==> src/rtl/cpu_bus_pkg.sv <==
// Shared CPU bus definitions: master indices, arbiter state type, index type.
package cpu_bus_pkg;

  localparam int BUS_N_MST   = 4;
  localparam int BUS_MST_IF  = 0;
  localparam int BUS_MST_MEM = 1;
  localparam int BUS_MST_DMA = 2;
  localparam int BUS_MST_DBG = 3;

  typedef enum logic {ARB_IDLE, ARB_OWN} arb_state_t;

  typedef logic [2:0] bus_mst_t;

  // Index following 'idx' in a ring of 'n' masters.
  function automatic bus_mst_t bus_next_idx(input bus_mst_t idx, input int n);
    bus_mst_t res;
    if (idx == bus_mst_t'(n - 1))
      res = '0;
    else
      res = idx + 3'd1;
    return res;
  endfunction

endpackage

==> src/rtl/bus_arbiter_rr_pick.sv <==
// Round-robin picker: first eligible requester at or after 'start', wrapping
// modulo N, optionally skipping one excluded index.
module rr_pick
  import cpu_bus_pkg::*;
#(
  parameter int N = BUS_N_MST
) (
  input  logic [N-1:0] req,
  input  bus_mst_t     start,
  input  bus_mst_t     excl,
  input  logic         excl_en,
  output logic         found,
  output bus_mst_t     winner
);

  logic [N-1:0]   excl_mask;
  logic [N-1:0]   elig;
  logic [2*N-1:0] dbl_sh;
  logic [N-1:0]   rot;
  logic [3:0]     sum;
  logic [3:0]     wrapped;

  genvar gi;
  generate
    for (gi = 0; gi < N; gi++) begin : g_excl
      assign excl_mask[gi] = excl_en && (excl == bus_mst_t'(gi));
    end
  endgenerate

  assign elig   = req & ~excl_mask;
  // Rotate so that bit 0 of 'rot' corresponds to the start position.
  assign dbl_sh = {elig, elig} >> start;
  assign rot    = dbl_sh[N-1:0];

  // Lowest set bit of the rotated vector is the winner's offset from start.
  always_comb begin
    found   = 1'b0;
    sum     = '0;
    wrapped = '0;
    for (int i = N - 1; i >= 0; i--) begin
      if (rot[i]) begin
        found = 1'b1;
        sum   = {1'b0, start} + 4'(i);
      end
    end
    wrapped = (sum >= 4'(N)) ? (sum - 4'(N)) : sum;
    winner  = wrapped[2:0];
  end

endmodule

==> src/rtl/bus_arbiter.sv <==
// CPU bus arbiter: registered round-robin grant, ownership held while the
// owner keeps requesting, optional hold limit forcing handover to waiters.
module bus_arbiter
  import cpu_bus_pkg::*;
#(
  parameter int N_MST    = BUS_N_MST,
  parameter int HOLD_MAX = 16
) (
  input  logic             cpu_clk,
  input  logic             cpu_rstn,
  input  logic [N_MST-1:0] m_req,
  output logic [N_MST-1:0] m_gnt,
  output logic [2:0]       owner,
  output logic             owner_vld,
  output logic [N_MST-1:0] m_busy,
  output logic [4:0]       hold_cnt
);

  localparam logic [4:0] HOLD_LAST = (HOLD_MAX == 0) ? 5'd0 : 5'(HOLD_MAX - 1);
  localparam logic [N_MST-1:0] ONE_HOT0 = {{(N_MST - 1){1'b0}}, 1'b1};

  arb_state_t       state_reg;
  logic [N_MST-1:0] gnt_reg;
  bus_mst_t         owner_reg;
  bus_mst_t         last_owner_reg;
  logic             owner_vld_reg;
  logic [4:0]       hold_cnt_reg;

  logic     pick_found;
  bus_mst_t pick_winner;
  bus_mst_t pick_start;
  logic     owner_req;
  logic     preempt_now;
  logic     do_grant;
  logic     go_idle;

  assign pick_start = bus_next_idx(last_owner_reg, N_MST);

  // In OWN the current owner is never a candidate: on release its req is low
  // anyway, on preemption it must be skipped.
  rr_pick #(.N(N_MST)) u_pick (
    .req     (m_req),
    .start   (pick_start),
    .excl    (owner_reg),
    .excl_en (state_reg == ARB_OWN),
    .found   (pick_found),
    .winner  (pick_winner)
  );

  assign owner_req   = |(m_req & gnt_reg);
  assign preempt_now = (HOLD_MAX != 0) && (hold_cnt_reg == HOLD_LAST);
  // A release coinciding with a hold-limit expiry is handled as a release.
  assign do_grant    = pick_found &&
                       ((state_reg == ARB_IDLE) || !owner_req || preempt_now);
  assign go_idle     = (state_reg == ARB_OWN) && !owner_req && !pick_found;

  // Arbitration FSM with registered grant, owner and hold counter.
  always_ff @(posedge cpu_clk or negedge cpu_rstn) begin
    if (!cpu_rstn) begin
      state_reg      <= ARB_IDLE;
      gnt_reg        <= '0;
      owner_reg      <= '0;
      last_owner_reg <= bus_mst_t'(N_MST - 1);
      owner_vld_reg  <= 1'b0;
      hold_cnt_reg   <= '0;
    end else if (do_grant) begin
      state_reg      <= ARB_OWN;
      gnt_reg        <= ONE_HOT0 << pick_winner;
      owner_reg      <= pick_winner;
      last_owner_reg <= pick_winner;
      owner_vld_reg  <= 1'b1;
      hold_cnt_reg   <= '0;
    end else if (go_idle) begin
      state_reg      <= ARB_IDLE;
      gnt_reg        <= '0;
      owner_vld_reg  <= 1'b0;
      hold_cnt_reg   <= '0;
    end else if ((state_reg == ARB_OWN) && (hold_cnt_reg != 5'd31)) begin
      hold_cnt_reg   <= hold_cnt_reg + 5'd1;
    end
  end

  assign m_gnt     = gnt_reg;
  assign owner     = owner_reg;
  assign owner_vld = owner_vld_reg;
  assign hold_cnt  = hold_cnt_reg;
  assign m_busy    = m_req & ~gnt_reg;

endmodule

==> config.mk <==
export PLATFORM = sky130hd
export DESIGN_NAME = bus_arbiter
export DESIGN_NICKNAME = d
export VERILOG_FILES = /design/src/rtl/cpu_bus_pkg.sv /design/src/rtl/bus_arbiter_rr_pick.sv /design/src/rtl/bus_arbiter.sv
export SDC_FILE = /design/constraint.sdc
export NUM_CORES = 1
export LEC_CHECK = 0
export CAP_MARGIN = 20
export CORE_AREA = 5 5 60 62
export DETAILED_ROUTE_END_ITERATION = 16
export DIE_AREA = 0 0 65 67
export PLACE_DENSITY = 0.7
export RECOVER_POWER = 25
export SKIP_LAST_GASP = 1
export SYNTH_ARGS = -nofsm -noshare
export SYNTH_HDL_FRONTEND = slang
export SYNTH_SLANG_ARGS = --single-unit
==> constraint.sdc <==
create_clock -name cpu_clk -period 2.43 [get_ports cpu_clk]
set_input_delay 0.243 -clock cpu_clk [delete_from_list [all_inputs] [get_ports cpu_clk]]
set_output_delay 0.243 -clock cpu_clk [all_outputs]
set_load 0.1 [all_outputs]
; ---- Yosys cells after proc, flatten, opt, wreduce, memory -nomap -nowiden
; Cells that the tools add are included.
[totals]
regBits = 16
word_cells = 59
in_bits = 6
out_inout_bits = 17
[classes]
mux = 17
bitwise = 6
n_shift = 2
n_lt_le_gt_ge = 1
n_eq_ne = 6
n_reduce_logical = 16
n_addsub = 6
[op_table]
columns = op, count
row1 = 4-bit two-way mux, 6
row2 = 5-bit two-way mux, 3
row3 = 4-bit AND, 3
row4 = "3-bit by 2-bit equality test with 1-bit output, second input constant", 3
row5 = "3-bit by 2-bit adder with 4-bit output, second input constant", 2
row6 = 1-bit logical AND, 8
row7 = 4-bit inverter, 2
row8 = 8-bit by 3-bit >> shifter with 4-bit output, 1
row9 = 1-bit two-way mux, 6
row10 = 3-bit two-way mux, 2
row11 = "5-bit by 1-bit adder with 5-bit output, second input constant", 1
row12 = "5-bit by 4-bit equality test with 1-bit output, second input constant", 1
row13 = "5-bit != test, second input constant", 1
row14 = "3-bit by 1-bit adder with 4-bit output, second input constant", 1
row15 = "4-bit by 3-bit greater-or-equal comparator with 1-bit output, second input constant", 1
row16 = 4-bit OR reduction, 1
row17 = "1-bit by 3-bit << shifter with 4-bit output, first input constant", 1
row18 = "3-bit by 1-bit adder with 3-bit output, second input constant", 1
row19 = "3-bit by 1-bit equality test with 1-bit output, second input constant", 1
row20 = 3-bit zero test, 1
row21 = 3-bit nonzero test, 1
row22 = "3-bit subtractor, second input constant", 1
row23 = 1-bit zero test, 2
row24 = 1-bit logical OR, 2
row25 = other kinds (2), 2

; ---- Logic depth before layout (Yosys ltp)
[logic_depth]
depth_word = 13
depth_mapped = 10
mapped_depth_nobuf = 9

; ---- Hierarchy
; From an unflattened synthesis, not the netlist that was laid out.
[hier_totals]
hier_cells = 150
hier_area_um2 = 1330.0
[by_module_without_submodules]
columns = module, seq_area_each_um2, area_each_um2, cells_per_inst, n_inst
row1 = bus_arbiter, 377.9, 873.3, 90, 1
row2 = rr_pick, 0.0, 456.7, 60, 1

; ---- Worst setup path after synthesis
; OpenSTA, ideal clock, no wires.
[synth_timing]
kind = register to register
start = register owner_vld (netlist name)
end = register owner_reg[2], in the netlist owner[2]
path_slack_ns = -0.606
path_stages_with_launch = 8
synth_period_minus_slack_ns = 3.036
setup_time_ns = 0.066
path_buffers = 0
required_ns = 2.364
arrival_time_ns = 2.969
path_cell_list = dfrtp_1 -> or4b_4 -> o211a_2 -> o21ai_4 -> nand2_2 -> or4_4 -> a221oi_4 -> mux2_1
[synth_rtl]
columns = element, line
row1 = end signal: assignment, bus_arbiter.sv:69  ; owner_reg <= pick_winner;
row2 = end: declaration, bus_arbiter.sv:24  ; bus_mst_t owner_reg;

; ---- Worst setup path after layout
[layout_timing]
start = register owner_reg[0], in the netlist owner[0]
end = register gnt_reg[1], in the netlist m_gnt[1]
[layout_via]
elab_chain_cells = 13
word_cells_on_any_way = 28
cone_classes = 1 x add/sub / 1 x order compare / 3 x eq/ne / 2 x shift / 10 x mux / 2 x bitwise / 9 x reduce/logical
[layout_rtl]
columns = element, line
row1 = "3-bit by 1-bit equality test with 1-bit output, or another cell as far along", bus_arbiter_rr_pick.sv:26  ; assign excl_mask[gi] = excl_en && (excl == bus_mst_t'(gi));
row2 = 1-bit logical AND, bus_arbiter_rr_pick.sv:26
row3 = 4-bit inverter *, bus_arbiter_rr_pick.sv:30  ; assign elig = req & ~excl_mask;
row4 = 4-bit AND *, bus_arbiter_rr_pick.sv:30
row5 = 8-bit by 3-bit >> shifter with 4-bit output *, bus_arbiter_rr_pick.sv:32  ; assign dbl_sh = {elig, elig} >> start;
row6 = 4-bit two-way mux (4 in series), bus_arbiter_rr_pick.sv:41  ; if (rot[i]) begin
row7 = 4-bit by 3-bit greater-or-equal comparator with 1-bit output / 3-bit subtractor (equally long branches), bus_arbiter_rr_pick.sv:46  ; wrapped = (sum >= 4'(N)) ? (sum - 4'(N)) : sum;
row8 = 3-bit two-way mux, bus_arbiter_rr_pick.sv:46
row9 = 1-bit by 3-bit << shifter with 4-bit output, bus_arbiter.sv:68  ; gnt_reg <= ONE_HOT0 << pick_winner;
row10 = 4-bit two-way mux, bus_arbiter.sv:66  ; end else if (do_grant) begin
row11 = end signal: assignment, bus_arbiter.sv:68
row12 = end: declaration, bus_arbiter.sv:23  ; logic [N_MST-1:0] gnt_reg;
; Every way passes the cells marked *; elsewhere a longest branch is shown, timed or not.
; A chain may end at the register's enable or synchronous reset.

==> flow_metrics.py <==
metrics = {
    "setup_path": {
        "worstSetupPathDepth": 8,
        "max_stage_delay_ns": 0.54,
        "critical_path_class": "register to register",
        "crit_arrival_ns": 2.71,
        "required_ns": 2.60,
        "crit_slowest_cell": "or4b_4",
        "reg2regPathDepth": 8,
        "path_max_fanout": 5,
        "reg2reg_from": "owner[0]$_DFFE_PN0P_",
        "worstReg2RegEnd": "m_gnt[1]$_DFFE_PN0P_",
        "reg2reg_slack_ns": -0.11,
        "crit_path_start": "owner[0]$_DFFE_PN0P_",
        "start_kind": "register",
        "critPathCaptureType": "register",
        "path_cells": "or4b_4, o211a_4, o21ai_4, nand2_2, or4_4, a221oi_4, buf_6, o41ai_2",
        "path_delay_family": "simple AND/OR/NAND/NOR gates",
        "endpoint": "m_gnt[1]$_DFFE_PN0P_",
        "crit_buf_inv": 1,
    },
    "clock_tree": {
        "cts_buffers": 3,
        "path_clk_slew_ns": 0.11,
        "ctsRootBufferMaster": "clkbuf_4",
        "clkLatencyLatePin_ns": 0.29,
        "cts_hold_buf": 0,
        "clock_path_buffers": 2,
        "cts_tree": "done",
        "cts.sinks": 15,
        "cts-htree-levels": 1,
    },
    "finish": {
        "antenna_cells": 0,
        "nFillCells": 239,
        "largest_register_ff_count": 5,
        "fin_util_pct": 69.1,
        "layout-drive-gt1-share_pct": 52.1,
        "multi_input_comb_area_um2": 1090,
        "seqCellArea_um2": 389,
        "layout.nets": 225,
        "area_delta_synth_final_pct": 50.2,
    },
    "synthesis": {
        "muxShareOfSynthArea_pct": 2.37,
        "ys_top_cells_by_count": "dfrtp_1 (13), nor2_1 (12), nand2_1 (11)",
        "mappedNetlistArea_um2": 1370,
        "syn_nets": 164,
        "ys.warnings.count": 0,
        "synth_top_area_share_pct": 23.7,
        "yosys.area.top_type": "dfrtp_1",
        "synthTopCellsByArea": "dfrtp_1 (24%), ha_1 (6.4%), dfstp_2 (3.8%), o21ai_0 (3.3%), nor2_1 (3.3%)",
        "yosysMostFrequentCell": "dfrtp_1",
        "synth_ff_type": "dfrtp_1",
        "synth-async-reset-ratio_pct": 100,
        "synth_fa_ha_area_share_pct": 6.39,
        "synth_edf_count": 0,
        "ys_ff_latch": 15,
        "synth_xor_area_share_pct": 3.20,
        "syn_inst": 151,
        "ys_seq_area_share_pct": 27.6,
        "synth_top_family_by_area": "compound AO/OA/AOI/OAI gates",
        "yosys.area_share.simple_pct": 26.3,
        "postSynthAreaPerCell_um2": 9.07,
        "synth_compound_area_share_pct": 30.2,
        "synth_cell_type_count": 58,
    },
    "timing": {
        "slew_headroom_pct": 53.8,
        "finalWorstSetupSlack_ns": -0.114,
        "min_period_ns": 2.54,
        "fmax_mhz": 393,
        "timing.final.crit_share_pct": 105,
        "rsz0062_at_grt": "true",
        "setup_violations": 8,
        "finalMaxSlewViolations": 0,
        "worstMarginPinSlew_ns": 0.691,
        "finalHoldWorstSlack_ns": 0.422,
        "finalHoldViolCount": 0,
        "skew_ns": 0.00892,
    },
    "floorplan": {
        "dieArea_um2": 4360,
        "dieHeight_um": 67,
        "io_pins": 23,
        "die_w_um": 65,
        "num_rows": 20,
        "core_um2": 2980,
        "start_util_pct": 46.0,
    },
    "placement": {
        "numPortBuffers": 22,
        "hpwlAfterDp_um": 3440,
        "gp_congestion": 0.951,
    },
    "route": {
        "wl_met2_um": 2200,
        "routed.top_layer": "met4",
        "drtPass1Iterations": 4,
        "ant_nets": 0,
        "routed-wl-met3_um": 150,
        "vias": 1434,
        "drt-initial-drc-count": 111,
        "drt_wl_total_um": 4360,
        "drc": 0,
        "wl_met1_um": 1940,
        "routedWlPerCell_um": 17.9,
        "via_per_inst": 5.88,
    },
    "global_routing": {
        "grt_overflow": 0,
        "grt_max_degree": 16,
        "grt_antenna_before_repair": 0,
        "grt_pass1_wl_um": 7330,
        "grtUsageTotal_pct": 21.7,
        "grt_pass1_vias": 1537,
    },
    "run_status": {
        "status": "finished, violations left",
        "violations": "setup timing",
    },
    "min_path": {
        "hold_path_class": "input port to asynchronous set/reset pin",
    },
    "flow_run": {
        "drv_cap": 0,
    },
}
-- per-stage QoR --
| step | cells | setup slack [ns] | area, µm² | TNS (ns) |
|---|---|---|---|---|
| 4_1_cts | 241 | -0.158 | 1980 | -0.530 |
| 5_1_grt | 244 | -0.217 | 2060 | -2.01 |
| 3_5_place_dp | 236 | -0.213 | 1860 | -1.87 |
| 6_report | 244 | -0.114 | 2060 | -0.658 |
| 3_3_place_gp | 236 | -0.120 | 1860 | -0.728 |
| 2_1_floorplan | 151 | -0.248 | 1410 | -1.20 |
-- area by class of cell --
class,count,area share (%)
clock buffer,3,1.09
sequential,15,18.9
timing repair buffer,61,23.4
tap,33,2.01
multi-input combinational,125,53.1
inverter,6,1.09
clock inverter,1,0.365
-- per-layer routing --
layer	vias up	global-route usage, %
li1	688	-
met1	701	26.3
met2	38	39.6
met3	7	2.70
met4	0	6.33
met5	-	0
-- how the worst min path moves through the flow --
stage                             startpoint                             to  slack [ns]  cells past startpoint
2_1_floorplan                       cpu_rstn        hold_cnt[0]$_DFFE_PN0P_       -0.05                      0
3_3_place_gp   last_owner_reg[1]$_DFFE_PN1P_  last_owner_reg[1]$_DFFE_PN1P_        0.50                      2
3_5_place_dp   last_owner_reg[1]$_DFFE_PN1P_  last_owner_reg[1]$_DFFE_PN1P_        0.50                      2
4_1_cts                             cpu_rstn        hold_cnt[1]$_DFFE_PN0P_        0.37                      1
5_1_grt                             cpu_rstn        hold_cnt[4]$_DFFE_PN0P_        0.46                      1
6_report                            cpu_rstn        hold_cnt[1]$_DFFE_PN0P_        0.42                      1
-- what timing repair did --
action / in CTS / in global routing
resized for setup: 23 / 13
pin swaps: 8 / 12
buffers inserted: 1 / 4
setup endpoints to repair: 14 / 14
-- logic make-up (layout without fill, tap and decap cells) --
group / after synthesis / after routing
adders and majority gates: 7 / 7
buffers and inverters: 11 / 71
xor gates and xnor gates: 5 / 5
muxes: 3 / 3
AOI/OAI and AO/OA: 48 / 48
DFF: 15 / 15
and+or+nand+nor: 62 / 62
-- cell usage in the layout (no fill, tap or decap), types with 3 or more instances in the layout --
cell type        count
dfrtp_1             10
clkbuf_4             3
clkdlybuf4s50_1      4
o211ai_1             4
and2_1               4
a21oi_1              4
inv_1                5
nand3_1              6
nor2_1               8
buf_4               53
nand2b_1             3
nor2_2               4
o21ai_0              6
buf_6                3
nand2_2              3
nand2_1              9
dfrtp_4              3
ha_1                 5
nor2b_2              4
Power is not shown: default switching activity piles up to over one toggle a cycle in this logic, so the estimate is an artifact.
